[src/rtl/keypad_scanner.sv]
// -----------------------------------------------------------------------------
// keypad_scanner
//
// Scans a ROWS x COLS matrix keypad by driving one column at a time, then
// debounces press and release of a single key and reports its code.
//
// Operation summary
//   - The raw row lines pass through a two-flop synchroniser (rs_q). Every
//     decision is made on the synchronised value only.
//   - A divider paces the scan. A "sample" is the cycle in which the divider
//     sits at SCAN_DIV-1 while enable is high. The FSM acts only on samples.
//   - SCAN     : no row active -> advance to the next column. Exactly one row
//                active -> latch row/column and start debouncing on the held
//                column. Several rows active -> one-cycle multi_key strobe,
//                then advance.
//   - DEBOUNCE : the latched row pattern must be seen on DEBOUNCE consecutive
//                samples before the press is accepted. Any other value drops
//                back to SCAN without a strobe.
//   - HELD     : the latched row bit must read low on DEBOUNCE consecutive
//                samples before the key counts as released. Other row bits
//                are ignored, so a second key is never reported.
//
// Output strobe semantics: key_valid is a one-cycle, registered strobe with no
// backpressure. The consumer must take key_code in the cycle where key_valid
// is high. key_code then holds until the next accepted press; release never
// clears it. multi_key is an independent one-cycle strobe.
//
// enable=0 freezes divider, debounce counter, FSM, cols_out, key_code and
// key_down; key_valid and multi_key read 0. The synchroniser keeps running so
// it holds fresh data when scanning resumes.
//
// Ports
//   clk        in   1     system clock, rising edge
//   reset      in   1     asynchronous, active-low reset
//   enable     in   1     1 = run, 0 = freeze
//   rows_in    in   ROWS  raw row lines, active-high, asynchronous to clk
//   cols_out   out  COLS  one-hot column drive
//   key_valid  out  1     one-cycle strobe for an accepted press
//   key_code   out  KW    row*COLS+col of the last accepted key
//   key_down   out  1     high while an accepted key is held
//   multi_key  out  1     one-cycle strobe: several rows active at a sample
//   dbg_state  out  2     current FSM state (0=SCAN, 1=DEBOUNCE, 2=HELD)
// -----------------------------------------------------------------------------
module keypad_scanner #(
  parameter int COLS     = 4,
  parameter int ROWS     = 4,
  parameter int SCAN_DIV = 4,
  parameter int DEBOUNCE = 3,
  localparam int KW      = (ROWS * COLS > 1) ? $clog2(ROWS * COLS) : 1
) (
  input  logic            clk,
  input  logic            reset,
  input  logic            enable,
  input  logic [ROWS-1:0] rows_in,
  output logic [COLS-1:0] cols_out,
  output logic            key_valid,
  output logic [KW-1:0]   key_code,
  output logic            key_down,
  output logic            multi_key,
  output logic [1:0]      dbg_state
);

  localparam int DW  = (SCAN_DIV > 1) ? $clog2(SCAN_DIV) : 1;
  localparam int CW  = $clog2(DEBOUNCE + 1);
  localparam int RIW = (ROWS > 1) ? $clog2(ROWS) : 1;
  localparam int CIW = $clog2(COLS);

  typedef enum logic [1:0] {
    ST_SCAN     = 2'd0,
    ST_DEBOUNCE = 2'd1,
    ST_HELD     = 2'd2
  } state_e;

  // ---------------------------------------------------------------------------
  // Registers
  // ---------------------------------------------------------------------------
  logic [ROWS-1:0] rs_meta_q;
  logic [ROWS-1:0] rs_q;
  logic [DW-1:0]   div_q;
  logic [CW-1:0]   dcnt_q;
  state_e          state_q;
  logic [COLS-1:0] cols_q;
  logic [ROWS-1:0] row_pat_q;
  logic [RIW-1:0]  row_q;
  logic [CIW-1:0]  col_q;
  logic            key_valid_q;
  logic [KW-1:0]   key_code_q;
  logic            key_down_q;
  logic            multi_key_q;

  // ---------------------------------------------------------------------------
  // Combinational helpers
  // ---------------------------------------------------------------------------
  logic [DW-1:0]   div_d;
  logic            sample;
  logic [COLS-1:0] cols_rot_d;
  logic [CW-1:0]   dcnt_inc_d;
  logic            dcnt_done;
  logic            rs_zero;
  logic            rs_onehot;
  logic [RIW-1:0]  row_idx_d;
  logic [CIW-1:0]  col_idx_d;

  function automatic logic [KW-1:0] code_of(input logic [RIW-1:0] r,
                                            input logic [CIW-1:0] c);
    return KW'(32'(r) * 32'(COLS) + 32'(c));
  endfunction

  always_comb begin
    div_d = div_q + 1'b1;
    if (div_q == DW'(SCAN_DIV - 1)) begin
      div_d = '0;
    end
  end

  assign sample     = enable && (div_q == DW'(SCAN_DIV - 1));
  assign cols_rot_d = {cols_q[COLS-2:0], cols_q[COLS-1]};
  assign dcnt_inc_d = dcnt_q + 1'b1;
  assign dcnt_done  = (dcnt_inc_d == CW'(DEBOUNCE));
  assign rs_zero    = (rs_q == '0);
  // Exactly one bit set: non-zero and clearing the lowest set bit leaves zero.
  assign rs_onehot  = !rs_zero && ((rs_q & (rs_q - 1'b1)) == '0);

  // Row index of the (one-hot) synchronised rows; only used when rs_onehot.
  always_comb begin
    row_idx_d = '0;
    for (int i = 0; i < ROWS; i++) begin
      if (rs_q[i]) begin
        row_idx_d = RIW'(i);
      end
    end
  end

  // Column index of the currently driven column (cols_q is always one-hot).
  always_comb begin
    col_idx_d = '0;
    for (int i = 0; i < COLS; i++) begin
      if (cols_q[i]) begin
        col_idx_d = CIW'(i);
      end
    end
  end

  // ---------------------------------------------------------------------------
  // Synchroniser: free-running, independent of enable.
  // ---------------------------------------------------------------------------
  always_ff @(posedge clk or negedge reset) begin
    if (!reset) begin
      rs_meta_q <= '0;
      rs_q      <= '0;
    end else begin
      rs_meta_q <= rows_in;
      rs_q      <= rs_meta_q;
    end
  end

  // ---------------------------------------------------------------------------
  // Scan-step divider
  // ---------------------------------------------------------------------------
  always_ff @(posedge clk or negedge reset) begin
    if (!reset) begin
      div_q <= '0;
    end else if (enable) begin
      div_q <= div_d;
    end
  end

  // ---------------------------------------------------------------------------
  // Scan / debounce FSM with registered outputs
  // ---------------------------------------------------------------------------
  always_ff @(posedge clk or negedge reset) begin
    if (!reset) begin
      state_q     <= ST_SCAN;
      dcnt_q      <= '0;
      cols_q      <= COLS'(1);
      row_pat_q   <= '0;
      row_q       <= '0;
      col_q       <= '0;
      key_valid_q <= 1'b0;
      key_code_q  <= '0;
      key_down_q  <= 1'b0;
      multi_key_q <= 1'b0;
    end else begin
      // Strobes default low every cycle, including while frozen.
      key_valid_q <= 1'b0;
      multi_key_q <= 1'b0;
      if (sample) begin
        unique case (state_q)
          ST_SCAN: begin
            if (rs_zero) begin
              cols_q <= cols_rot_d;
            end else if (rs_onehot) begin
              row_pat_q <= rs_q;
              row_q     <= row_idx_d;
              col_q     <= col_idx_d;
              if (DEBOUNCE == 1) begin
                // A single matching sample is already enough.
                key_valid_q <= 1'b1;
                key_code_q  <= code_of(row_idx_d, col_idx_d);
                key_down_q  <= 1'b1;
                dcnt_q      <= '0;
                state_q     <= ST_HELD;
              end else begin
                dcnt_q  <= CW'(1);
                state_q <= ST_DEBOUNCE;
              end
            end else begin
              multi_key_q <= 1'b1;
              cols_q      <= cols_rot_d;
            end
          end

          ST_DEBOUNCE: begin
            if (rs_q == row_pat_q) begin
              if (dcnt_done) begin
                key_valid_q <= 1'b1;
                key_code_q  <= code_of(row_q, col_q);
                key_down_q  <= 1'b1;
                dcnt_q      <= '0;
                state_q     <= ST_HELD;
              end else begin
                dcnt_q <= dcnt_inc_d;
              end
            end else begin
              // Bounce or a second key: abandon this column without a strobe.
              dcnt_q  <= '0;
              cols_q  <= cols_rot_d;
              state_q <= ST_SCAN;
            end
          end

          ST_HELD: begin
            // Only the latched row matters; any re-assertion restarts the
            // release count.
            if ((rs_q & row_pat_q) == '0) begin
              if (dcnt_done) begin
                key_down_q <= 1'b0;
                dcnt_q     <= '0;
                cols_q     <= cols_rot_d;
                state_q    <= ST_SCAN;
              end else begin
                dcnt_q <= dcnt_inc_d;
              end
            end else begin
              dcnt_q <= '0;
            end
          end

          default: begin
            dcnt_q  <= '0;
            state_q <= ST_SCAN;
          end
        endcase
      end
    end
  end

  assign cols_out  = cols_q;
  assign key_valid = key_valid_q;
  assign key_code  = key_code_q;
  assign key_down  = key_down_q;
  assign multi_key = multi_key_q;
  assign dbg_state = state_q;

endmodule

[config.mk]
export PLATFORM = sky130hd
export DESIGN_NAME = keypad_scanner
export DESIGN_NICKNAME = d
export VERILOG_FILES = /design/src/rtl/keypad_scanner.sv
export SDC_FILE = /design/constraint.sdc
export NUM_CORES = 1
export LEC_CHECK = 0
export CORE_MARGIN = 2
export CORE_UTILIZATION = 25
export DETAILED_ROUTE_END_ITERATION = 10
export GPL_TIMING_DRIVEN = 0
export PLACE_DENSITY = 0.39
export REMOVE_ABC_BUFFERS = 1
export SETUP_SLACK_MARGIN = 0.15
export SYNTH_ARGS = -nofsm -noshare
export SYNTH_HDL_FRONTEND = slang
export SYNTH_SLANG_ARGS = --single-unit
[constraint.sdc]
create_clock -name clk -period 4.5 [get_ports clk]
set_input_delay 0.45 -clock clk [delete_from_list [all_inputs] [get_ports clk]]
set_output_delay 0.45 -clock clk [all_outputs]
set_load 0.03 [all_outputs]
==> load_flow_metrics.sql, run 1 <==
INSERT INTO impl_metrics (metric_group, metric, value, unit) VALUES
('outcome', 'status', 'complete, no violations', ''),
('critical_path', 'critPathLaunchType', 'register', ''),
('floorplan', 'floorplan.die.width', '82.78', 'um'),
('drt', 'via_per_inst', '4.364', ''),
('place', 'dpl-instance-area', '0.001783', 'mm2'),
('timing', 'rsz_0062_raised_after_global_routing', 'no', ''),
('critical_path', 'crit_fanout', '10', ''),
('timing', 'setup_viol', '0', ''),
('timing', 'worst_pin_slew', '0.8157', 'ns'),
('critical_path', 'worst_setup_path_startpoint', 'rs_q[2]$_DFF_PN0_', ''),
('power', 'leakagePower', '0.8252', 'nW'),
('floorplan', 'initial_core_util', '0.2605', ''),
('timing', 'final.period_utilization', '0.5467', ''),
('cells_and_area', 'area_growth', '22.34', '%'),
('drt', 'via_count', '947', ''),
('synthesis', 'netlist_area', '0.001551', 'mm2'),
('floorplan', 'fp-row-count', '28', ''),
('floorplan', 'dieArea', '0.006852', 'mm2'),
('power', 'power.density_cell_area', '466.2', 'mW/mm2'),
('clocking', 'clockRootBuffer', 'sky130_fd_sc_hd__clkbuf_8', ''),
('critical_path', 'crit_path_end', 'key_code[1]$_DFFE_PN0P_', ''),
('power', 'clock_power_share', '0.314', ''),
('critical_path', 'rr_worst_depth', '5', ''),
('critical_path', 'reg_to_reg_end', 'key_code[1]$_DFFE_PN0P_', ''),
('clocking', 'cts_hold_buffers', '0', ''),
('grt', 'grt_usage', '0.09817', ''),
('timing', 'fin_tns_setup', '0', 'ns'),
('drt', 'wl', '2774', 'um'),
('synthesis', 'synth-warning-count', '0', ''),
('cells_and_area', 'nets', '153', ''),
('critical_path', 'cpPeakStageDelay', '0.59', 'ns'),
('power', 'swShare', '0.2909', ''),
('grt', 'grt_pass1_wl', '4912', 'um'),
('critical_path', 'slowest_cell_on_the_critical_path', 'sky130_fd_sc_hd__dfrtp_1', ''),
('synthesis', 'ys_top_cells_by_area', 'sky130_fd_sc_hd__dfrtp_1 (52%), sky130_fd_sc_hd__mux2_1 (7.3%), sky130_fd_sc_hd__ha_1 (4.0%)', ''),
('grt', 'grt_max_degree', '34', ''),
('timing', 'worst_slack', '2.040', 'ns'),
('timing', 'hold_viol_final', '0', ''),
('synthesis', 'syn-instance-count', '122', ''),
('critical_path', 'worst_ep_required_time', '4.67', 'ns'),
('critical_path', 'reg2reg_slack', '2.04', 'ns'),
('synthesis', 'most_used_flip_flop_cell_after_synthesis', 'sky130_fd_sc_hd__dfrtp_1', ''),
('place', 'gpl.final_weighted_congestion', '0.7123', ''),
('critical_path', 'criticalPathCategory', 'register to register', ''),
('timing', 'report.final.slew_viol_count', '0', ''),
('timing', 'fmaxAchievable', '0.4065', 'GHz'),
('drt', 'avgRoutedWirePerCell', '12.78', 'um'),
('worst_hold_path', 'holdCritPathClass', 'input port to async pin', ''),
('clocking', 'cts.sinks', '33', ''),
('synthesis', 'flip_flop_and_latch_count_after_synthesis', '33', ''),
('drt', 'antenna_violating_nets_post_route', '0', ''),
('floorplan', 'fp.coreArea', '0.005956', 'mm2'),
('clocking', 'htree_num_levels', '2', ''),
('power', 'combinationalPowerShare', '0.234', ''),
('floorplan', 'die_h', '82.78', 'um'),
('clocking', 'clk_pin_slew_worst_paths', '0.07', 'ns'),
('drt', 'drt_drc_violations_left', '0', ''),
('timing', 'fin_skew', '0.005676', 'ns'),
('power', 'total_power', '0.8848', 'mW'),
('cells_and_area', 'n_antenna_cell', '0', ''),
('critical_path', 'critPathArrivalTime', '2.63', 'ns'),
('run', 'maxCapViolations', '0', ''),
('synthesis', 'postSynth.asyncResetShare', '1.000', ''),
('place', 'dp.final_hpwl', '1921', 'um'),
('clocking', 'cts_buffers', '5', ''),
('grt', 'gr-total-overflow', '0', ''),
('critical_path', 'cp_cell_sequence', 'ha_1 -> nor4_4 -> nand3b_1 -> or3_1 -> mux2_1', ''),
('drt', 'drt-pass1-iter-count', '2', ''),
('power', 'power.share.sequential', '0.452', ''),
('clocking', 'clk_latency', '0.28', 'ns'),
('synthesis', 'synth.yosys.seq_area_share', '0.5331', '');
-- Yosys cell counts (2+ instances only) --
library cell and count:
sky130_fd_sc_hd__xor2_1 2, sky130_fd_sc_hd__o21bai_1 2, sky130_fd_sc_hd__mux2i_1 4, sky130_fd_sc_hd__a21oi_1 5, sky130_fd_sc_hd__nand2_1 2, sky130_fd_sc_hd__or3_1 2, sky130_fd_sc_hd__inv_1 9, sky130_fd_sc_hd__mux2_1 10
sky130_fd_sc_hd__clkbuf_1 2, sky130_fd_sc_hd__ha_1 5, sky130_fd_sc_hd__nor3_1 2, sky130_fd_sc_hd__nor2_1 9, sky130_fd_sc_hd__dfrtp_1 32, sky130_fd_sc_hd__mux2_4 4, sky130_fd_sc_hd__nor4_4 2, sky130_fd_sc_hd__buf_2 2
sky130_fd_sc_hd__nor4b_2 2, sky130_fd_sc_hd__mux2_2 2, sky130_fd_sc_hd__buf_6 2, sky130_fd_sc_hd__nand2b_1 4
-- layout by cell type, fill, tap and decap left out, drive strengths merged, types with 2 or more instances in the layout --
master / instances
nor3: 2
mux2i: 4
nor4b: 3
dfrtp: 32
ha: 5
clkbuf: 5
nand2b: 4
or3: 2
clkdlybuf4s50: 18
mux2: 16
inv: 9
nor2: 9
o21bai: 2
nand2: 2
nor4: 3
xor2: 2
a21oi: 5
-- power groups by stage --
stage	Clock (mW)	Sequential, mW	Combinational, mW
2_1_floorplan	0	0.400	0.153
3_3_place_gp	0	0.402	0.204
3_5_place_dp	0	0.404	0.212
4_1_cts	0.289	0.399	0.213
5_1_grt	0.307	0.409	0.235
6_report	0.278	0.400	0.207
-- critical path: cells and delay by family, from the launching register on --
family | cells | cell delay, ns
fa+ha+maj | 1 | 0.33
flops | 1 | 0.59
mux | 1 | 0.35
simple gates | 3 | 1.07
-- sequential cells by signal (all words and copies together) (netlist names) --
register and count:
cols_out 4, key_code 4, row_pat_q 4, rs_meta_q 4, rs_q 4, col_q 2, dbg_state 2, dcnt_q 2
div_q 2, row_q 2, key_down 1, key_valid 1, multi_key 1
-- layout make-up --
type                            instances  area [um2]
Inverter                                9       33.78
Tap cell                               75       93.84
Multi-Input combinational cell         73       643.1
Sequential cell                        33       827.0
Timing Repair Buffer                   19       185.2
Clock inverter                          3       46.29
Fill cell                             611        4058
Clock buffer                            5       68.82
-- kinds of logic after synthesis --
kind of cell             count (synthesis)  synth area share
flip-flops                              33            0.5331
AND/OR/NAND/NOR                         28            0.1298
multiplexers                            20            0.1516
AO/OA/AOI/OAI                           17           0.07501
buffers and inverters                   16           0.05242
adder cells (fa/ha/maj)                  6           0.04677
XOR/XNOR                                 2           0.01129
-- metrics by stage --
stage / std cells / utilization
6_report: 217 / 0.3187
5_1_grt: 217 / 0.3187
4_1_cts: 217 / 0.3187
3_5_place_dp: 209 / 0.2994
3_3_place_gp: 209 / 0.3002
2_1_floorplan: 115 / -
-- per-layer routing --
layer / vias up / global-route usage / share of wire
li1: 463 / - / -
met1: 460 / 0.1260 / 0.49
met2: 20 / 0.1524 / 0.45
met3: 4 / 0.02922 / 0.044
met4: 0 / 0.04426 / 0.014
met5: - / 0 / 0
-- worst min path at each step --
stage / cells after the start / endpoint / slack [ns] / startpoint
after floorplan: 0 / col_q[0]$_DFFE_PN0P_ / 0.15 / reset
after global placement: 0 / rs_q[2]$_DFF_PN0_ / 0.34 / rs_meta_q[2]$_DFF_PN0_
after detailed placement: 0 / rs_q[0]$_DFF_PN0_ / 0.34 / rs_meta_q[0]$_DFF_PN0_
after CTS: 1 / key_valid$_DFF_PN0_ / 0.24 / reset
after global routing: 1 / key_valid$_DFF_PN0_ / 0.28 / reset
final: 1 / key_valid$_DFF_PN0_ / 0.21 / reset
(Power assumes the default switching activity.)
==> run 2: changes to the inputs <==
==> constraint.sdc (replaced) <==
create_clock -name clk -period 2.3 [get_ports clk]
set_input_delay 0.23 -clock clk [delete_from_list [all_inputs] [get_ports clk]]
set_output_delay 0.23 -clock clk [all_outputs]
set_load 0.03 [all_outputs]
==> run 2 against run 1 <==
Against the previous run:
- hold slack worse by 0.22 ns
- final cell count up 3.7%
- clock power up 96%
- global-route usage up 0.32 points
- the flow now finishes with violations (hold timing)
- sequential share of layout area down 3.0 points
- maximum frequency up 19%
- core utilization up 2.6 points
- cell area up 8.0%
- critical path depth unchanged
- combinational power up 130%
==> load_flow_metrics.sql, run 2 (synthesized netlist as in run 1, its figures left out) <==
INSERT INTO impl_metrics (metric_group, metric, value, unit) VALUES
('floorplan', 'initial_core_util', '0.2605', ''),
('critical_path', 'cp_cell_sequence', 'ha_4 -> nor4_4 -> nand3b_1 -> or3_4 -> mux2_1', ''),
('timing', 'normalized_max_slew_margin', '0.5207', ''),
('critical_path', 'critPathArrivalTime', '2.23', 'ns'),
('critical_path', 'cpPeakStageDelay', '0.44', 'ns'),
('clocking', 'clk_latency', '0.28', 'ns'),
('critical_path', 'criticalPathCategory', 'register to register', ''),
('cells_and_area', 'most_common_cell_after_layout_fill_and_taps_aside', 'sky130_fd_sc_hd__dfrtp_1', ''),
('outcome', 'status', 'finished with violations', ''),
('cells_and_area', 'area_growth', '32.18', '%'),
('timing', 'final.min_clock_period', '2.065', 'ns'),
('cells_and_area', 'n_antenna_cell', '0', ''),
('floorplan', 'floorplan.die.width', '82.78', 'um'),
('drt', 'drtIter0Drc', '17', ''),
('timing', 'setup_viol', '0', ''),
('drt', 'via_per_inst', '4.396', ''),
('drt', 'via_count', '989', ''),
('critical_path', 'crit_path_end', 'key_code[1]$_DFFE_PN0P_', ''),
('floorplan', 'dieArea', '0.006852', 'mm2'),
('drt', 'drt_met1_wl', '1406', 'um'),
('drt', 'drt-pass1-iter-count', '4', ''),
('timing', 'fin_skew', '0.005393', 'ns'),
('power', 'total_power', '1.814', 'mW'),
('grt', 'grt_max_degree', '34', ''),
('clocking', 'cts_buffers', '5', ''),
('power', 'power.density_cell_area', '884.3', 'mW/mm2'),
('timing', 'hold_viol_final', '7', ''),
('critical_path', 'worstReg2RegStart', 'rs_q[3]$_DFF_PN0_', ''),
('critical_path', 'worst_ep_required_time', '2.47', 'ns'),
('critical_path', 'rr_worst_depth', '5', ''),
('timing', 'finalHoldWorstSlack', '-0.005647', 'ns'),
('worst_hold_path', 'holdCritPathClass', 'input port to async pin', ''),
('drt', 'route.met2.wl', '1407', 'um'),
('timing', 'fmaxAchievable', '0.4843', 'GHz'),
('timing', 'worst_pin_slew', '0.7190', 'ns'),
('cells_and_area', 'final_layout_size_suffix_gt1_frac', '0.2667', ''),
('critical_path', 'critPathLaunchType', 'register', ''),
('critical_path', 'slowest_cell_on_the_critical_path', 'sky130_fd_sc_hd__dfrtp_2', ''),
('drt', 'drt_drc_violations_left', '0', ''),
('critical_path', 'end_kind', 'register', ''),
('critical_path', 'worst_setup_path_startpoint', 'rs_q[3]$_DFF_PN0_', ''),
('floorplan', 'pin_count', '20', ''),
('critical_path', 'crit_fanout', '5', ''),
('clocking', 'htree_num_levels', '2', ''),
('clocking', 'tritoncts', 'yes', ''),
('grt', 'antenna_found_initial', '0', ''),
('clocking', 'cts.sinks', '33', ''),
('clocking', 'clockBufferDepth', '2', ''),
('timing', 'final.period_utilization', '0.8978', ''),
('critical_path', 'reg_to_reg_end', 'key_code[1]$_DFFE_PN0P_', ''),
('drt', 'antenna_violating_nets_post_route', '0', ''),
('place', 'post-place-ws', '-0.1826', 'ns'),
('drt', 'highest-signal-layer', 'met4', ''),
('cells_and_area', 'nets', '161', ''),
('critical_path', 'reg2reg_slack', '0.24', 'ns'),
('drt', 'avgRoutedWirePerCell', '13.26', 'um'),
('outcome', 'failed_checks', 'hold timing', ''),
('grt', 'grt_usage', '0.1013', ''),
('cells_and_area', 'most-common-layout-cells', 'sky130_fd_sc_hd__dfrtp_1 (28), sky130_fd_sc_hd__clkdlybuf4s50_1 (18), sky130_fd_sc_hd__mux2_1 (10), sky130_fd_sc_hd__nor2_1 (9), sky130_fd_sc_hd__inv_1 (9)', ''),
('power', 'leakagePower', '0.8664', 'nW'),
('clocking', 'clockRootBuffer', 'sky130_fd_sc_hd__clkbuf_8', ''),
('grt', 'gr-total-overflow', '0', ''),
('place', 'gpl.final_weighted_congestion', '0.7123', ''),
('timing', 'report.final.slew_viol_count', '0', ''),
('run', 'maxCapViolations', '0', ''),
('timing', 'worst_slack', '0.2350', 'ns'),
('clocking', 'clk_pin_slew_worst_paths', '0.07', 'ns'),
('floorplan', 'fp.coreArea', '0.005956', 'mm2'),
('timing', 'rsz_0062_raised_after_global_routing', 'no', ''),
('power', 'power.ir.vdd_worst', '0.2910', 'mV'),
('grt', 'first_global_vias', '1057', ''),
('place', 'dp.final_hpwl', '1921', 'um'),
('place', 'numPortBuffers', '19', ''),
('grt', 'grt_pass1_wl', '5016', 'um'),
('floorplan', 'fp-row-count', '28', ''),
('drt', 'wl', '2983', 'um'),
('floorplan', 'die_h', '82.78', 'um'),
('drt', 'met3_wire_length', '121', 'um');
-- run 2: cell types whose count changed in the layout (fill, tap and decap cells not counted), sizes merged --
cell	previous run	this run
buf	1	9
-- run 2: critical path: cells and delay by family, from the launching register on --
family	cells	cell delay [ns]
adder cells (fa/ha/maj)	1	0.25
flip-flops	1	0.44
multiplexers	1	0.32
AND/OR/NAND/NOR	3	0.93
-- run 2: cell type report --
class / instances / area, um2
multi-input combinational: 73 / 718.2
clock inverter: 3 / 46.29
sequential: 33 / 832.0
fill: 609 / 3905
timing repair buffer: 27 / 257.7
clock buffer: 5 / 68.82
inverter: 9 / 33.78
tap: 75 / 93.84
-- run 2: worst min-delay path by stage --
| stage | startpoint | slack, ns | to | cells past startpoint |
|---|---|---|---|---|
| floorplan | reset | -0.07 | col_q[0]$_DFFE_PN0P_ | 0 |
| global route | reset | 0.06 | key_valid$_DFF_PN0_ | 1 |
| global placement | rs_meta_q[2]$_DFF_PN0_ | 0.34 | rs_q[2]$_DFF_PN0_ | 0 |
| detailed placement | reset | 0.33 | key_valid$_DFF_PN0_ | 1 |
| finish | reset | -0.006 | key_valid$_DFF_PN0_ | 1 |
| CTS | reset | 0.02 | key_valid$_DFF_PN0_ | 1 |
-- run 2: routing by layer --
metal  GRT usage  up-vias
li1            -      478
met1      0.1320      486
met2      0.1565       20
met3     0.02922        5
met4     0.04426        0
met5           0        -
-- run 2: where the power goes --
group	total (mW)	switching (mW)	internal, mW
clock	0.544	0.220	0.324
sequential	0.786	0.0968	0.689
combinational	0.484	0.220	0.263
-- run 2: timing repair --
| item | 4_1_cts | 5_1_grt |
|---|---|---|
| hold buffers | 0 | 0 |
| pin swaps | 2 | 4 |
| hold endpoints to repair | 0 | 0 |
| buffers inserted | 6 | 2 |
| endpoints found under the setup margin | 9 | 12 |
| resized for setup | 7 | 5 |
-- run 2: stage by stage --
stage | area [um2] | std cells | setup TNS, ns | hold WS [ns] | util
6_report | 2051 | 225 | 0 | -0.005647 | 0.3443
5_1_grt | 2051 | 225 | 0 | 0.06032 | 0.3443
2_1_floorplan | 1504 | 115 | 0 | -0.06559 | -
3_3_place_gp | 1788 | 209 | -0.6590 | 0.3355 | 0.3002
3_5_place_dp | 1783 | 209 | -0.9625 | 0.3348 | 0.2994
4_1_cts | 1966 | 223 | 0 | 0.02191 | 0.3300
==> run 3: changes to the inputs <==
--- a/config.mk
+++ b/config.mk
@@ -5,8 +5,10 @@
 export SDC_FILE = /design/constraint.sdc
 export NUM_CORES = 1
 export LEC_CHECK = 0
+export CAP_MARGIN = 20
 export CORE_MARGIN = 2
 export CORE_UTILIZATION = 25
+export CTS_BUF_LIST = sky130_fd_sc_hd__clkbuf_8
 export DETAILED_ROUTE_END_ITERATION = 10
 export GPL_TIMING_DRIVEN = 0
 export PLACE_DENSITY = 0.39
==> constraint.sdc (replaced) <==
create_clock -name clk -period 2.61 [get_ports clk]
set_input_delay 0.261 -clock clk [delete_from_list [all_inputs] [get_ports clk]]
set_output_delay 0.261 -clock clk [all_outputs]
set_load 0.03 [all_outputs]
==> run 3 against run 2 <==
Against the previous run:
- the flow now finishes without violations
- power shrank 15%
- register-to-register slack better by 0.07 ns
- sequential share of layout area grew 2.6 points
- global-route usage is 0.30 points lower
- sequential cell count is the same
- critical endpoint is now cols_out[1]$_DFFE_PN0P_
- highest routed layer unchanged
==> load_flow_metrics.sql, run 3 (synthesized netlist as in run 1, its figures left out) <==
INSERT INTO impl_metrics (metric_group, metric, value, unit) VALUES
('outcome', 'status', 'complete, no violations', ''),
('power', 'leakagePower', '0.8326', 'nW'),
('worst_hold_path', 'holdCritPathClass', 'input port to async pin', ''),
('clocking', 'clk_pin_slew_worst_paths', '0.07', 'ns'),
('clocking', 'clockRootBuffer', 'sky130_fd_sc_hd__clkbuf_8', ''),
('grt', 'gr-total-overflow', '0', ''),
('drt', 'via_count', '963', ''),
('clocking', 'cts_buffers', '5', ''),
('cells_and_area', 'n_antenna_cell', '0', ''),
('floorplan', 'floorplan.die.width', '82.78', 'um'),
('grt', 'grt_pass1_wl', '4926', 'um'),
('critical_path', 'worst_ep_required_time', '2.78', 'ns'),
('cells_and_area', 'most_common_cell_after_layout_fill_and_taps_aside', 'sky130_fd_sc_hd__dfrtp_1', ''),
('drt', 'drt_drc_violations_left', '0', ''),
('power', 'combinationalPowerShare', '0.237', ''),
('grt', 'grt_max_degree', '34', ''),
('timing', 'rsz_0062_raised_after_global_routing', 'no', ''),
('timing', 'hold_viol_final', '0', ''),
('timing', 'fin_tns_setup', '0', 'ns'),
('timing', 'final.min_clock_period', '2.305', 'ns'),
('floorplan', 'dieArea', '0.006852', 'mm2'),
('drt', 'via_per_inst', '4.417', ''),
('floorplan', 'pin_count', '20', ''),
('critical_path', 'criticalPathCategory', 'register to register', ''),
('timing', 'normalized_max_slew_margin', '0.4568', ''),
('drt', 'drtIter0Drc', '9', ''),
('power', 'power.ir.vdd_worst', '0.2530', 'mV'),
('cells_and_area', 'final_layout_size_suffix_gt1_frac', '0.1818', ''),
('timing', 'report.final.slew_viol_count', '0', ''),
('drt', 'avgRoutedWirePerCell', '12.74', 'um'),
('place', 'numPortBuffers', '19', ''),
('drt', 'antenna_violating_nets_post_route', '0', ''),
('critical_path', 'critPathArrivalTime', '2.47', 'ns'),
('timing', 'fin_skew', '0.005210', 'ns'),
('critical_path', 'end_kind', 'register', ''),
('cells_and_area', 'multi_input_comb_area', '655.6', 'um2'),
('floorplan', 'fp-row-count', '28', ''),
('floorplan', 'die_h', '82.78', 'um'),
('clocking', 'clk_latency', '0.28', 'ns'),
('critical_path', 'crit_fanout', '10', ''),
('run', 'maxCapViolations', '0', ''),
('grt', 'antenna_found_initial', '0', ''),
('place', 'gpl.final_weighted_congestion', '0.7123', ''),
('cells_and_area', 'area_growth', '23.71', '%'),
('timing', 'fmaxAchievable', '0.4338', 'GHz'),
('grt', 'grt_usage', '0.09840', ''),
('clocking', 'cts.sinks', '33', ''),
('floorplan', 'initial_core_util', '0.2605', ''),
('timing', 'final.period_utilization', '0.8832', ''),
('clocking', 'cts_hold_buffers', '0', ''),
('power', 'power.share.sequential', '0.450', ''),
('drt', 'drt-pass1-iter-count', '4', ''),
('power', 'total_power', '1.532', 'mW'),
('drt', 'wl', '2778', 'um'),
('timing', 'worst_pin_slew', '0.8087', 'ns'),
('grt', 'first_global_vias', '1054', ''),
('cells_and_area', 'most-common-layout-cells', 'sky130_fd_sc_hd__dfrtp_1 (31), sky130_fd_sc_hd__clkdlybuf4s50_1 (18), sky130_fd_sc_hd__mux2_1 (10), sky130_fd_sc_hd__nor2_1 (9), sky130_fd_sc_hd__inv_1 (9)', ''),
('place', 'dp.final_hpwl', '1921', 'um'),
('power', 'swShare', '0.2917', ''),
('timing', 'setup_viol', '0', ''),
('clocking', 'clockBufferDepth', '2', ''),
('cells_and_area', 'nets', '154', ''),
('power', 'switch_pwr', '0.4470', 'mW'),
('cells_and_area', 'regArea', '828.3', 'um2'),
('power', 'power.density_cell_area', '798.4', 'mW/mm2'),
('cells_and_area', 'layout.filler_cells', '613', ''),
('critical_path', 'critPathLaunchType', 'register', ''),
('floorplan', 'fp.coreArea', '0.005956', 'mm2'),
('power', 'internal_power', '1.085', 'mW'),
('power', 'clock_power_share', '0.313', ''),
('clocking', 'htree_num_levels', '2', ''),
('clocking', 'tritoncts', 'yes', '');
## run 3: changes by cell type in the layout (fill, tap and decap cells not counted)
cell / before / now
sky130_fd_sc_hd__dfrtp_2: 4 / 1
sky130_fd_sc_hd__buf_4: 7 / 1
sky130_fd_sc_hd__a32oi_4: 1 / 0
sky130_fd_sc_hd__dfrtp_1: 28 / 31
sky130_fd_sc_hd__a32oi_2: 0 / 1
sky130_fd_sc_hd__ha_1: 2 / 5
sky130_fd_sc_hd__buf_12: 1 / 0
sky130_fd_sc_hd__o31ai_1: 0 / 1
sky130_fd_sc_hd__o31ai_4: 1 / 0
sky130_fd_sc_hd__ha_4: 3 / 0
## run 3: metal layers
| layer | GRT usage | routed length (um) | up-vias |
|---|---|---|---|
| li1 | - | - | 466 |
| met1 | 0.1260 | 1313 | 472 |
| met2 | 0.1532 | 1297 | 20 |
| met3 | 0.02922 | 121 | 5 |
| met4 | 0.04426 | 46 | 0 |
| met5 | 0 | 0 | - |
## run 3: power groups by stage
stage	sequential (mW)	combinational, mW	clock (mW)
after global routing	0.705	0.412	0.530
after CTS	0.689	0.367	0.499
after floorplan	0.690	0.265	0
final	0.690	0.364	0.479
after global placement	0.692	0.352	0
after detailed placement	0.696	0.366	0
## run 3: path summary, 6_finish.rpt
| kind | from | to | slack (ns) | cells after the start |
|---|---|---|---|---|
| worst max-delay path | rs_q[1]$_DFF_PN0_ | cols_out[1]$_DFFE_PN0P_ | 0.30 | 5 |
| worst min-delay path | reset | key_valid$_DFF_PN0_ | 0.02 | 1 |
| worst max register to register | rs_q[1]$_DFF_PN0_ | cols_out[1]$_DFFE_PN0P_ | 0.30 | 5 |
| worst min register to register | rs_meta_q[0]$_DFF_PN0_ | rs_q[0]$_DFF_PN0_ | 0.35 | 0 |
| max in group asynchronous | reset | rs_q[2]$_DFF_PN0_ | 2.07 | 1 |
| min in group clk | rs_meta_q[0]$_DFF_PN0_ | rs_q[0]$_DFF_PN0_ | 0.35 | 0 |
## run 3: area by class of cell
cell class,count,area share
clock inverter,3,0.02412
sequential,33,0.4316
clock buffer,5,0.03585
tap,75,0.04889
multi-input combinational,73,0.3416
timing repair buffer,20,0.1004
inverter,9,0.01760
## run 3: worst max-delay path: stages, from the launching register on
cell and delay, ns:
sky130_fd_sc_hd__dfrtp_1 0.51, sky130_fd_sc_hd__ha_1 0.26, sky130_fd_sc_hd__or4_4 0.58, sky130_fd_sc_hd__o31ai_1 0.32, sky130_fd_sc_hd__a32oi_2 0.16, sky130_fd_sc_hd__mux2_1 0.35
## run 3: through the flow
step                      setup slack [ns]  instances  hold WS [ns]    util  cell area [um2]
after floorplan                     0.4315        115      -0.03459       -             1504
after global placement              0.1700        209        0.3355  0.3002             1788
after detailed placement            0.1274        209        0.3370  0.2994             1783
after CTS                           0.2185        217       0.05303  0.3197             1904
after global routing                0.1739        218       0.08966  0.3223             1919
final                               0.3049        218       0.02478  0.3223             1919
## run 3: timing repair
| item | 4_1_cts | 5_1_grt |
|---|---|---|
| buffers inserted | 0 | 1 |
| resized for setup | 2 | 1 |
| endpoints found under the setup margin | 4 | 7 |
| pin swaps | 0 | 0 |
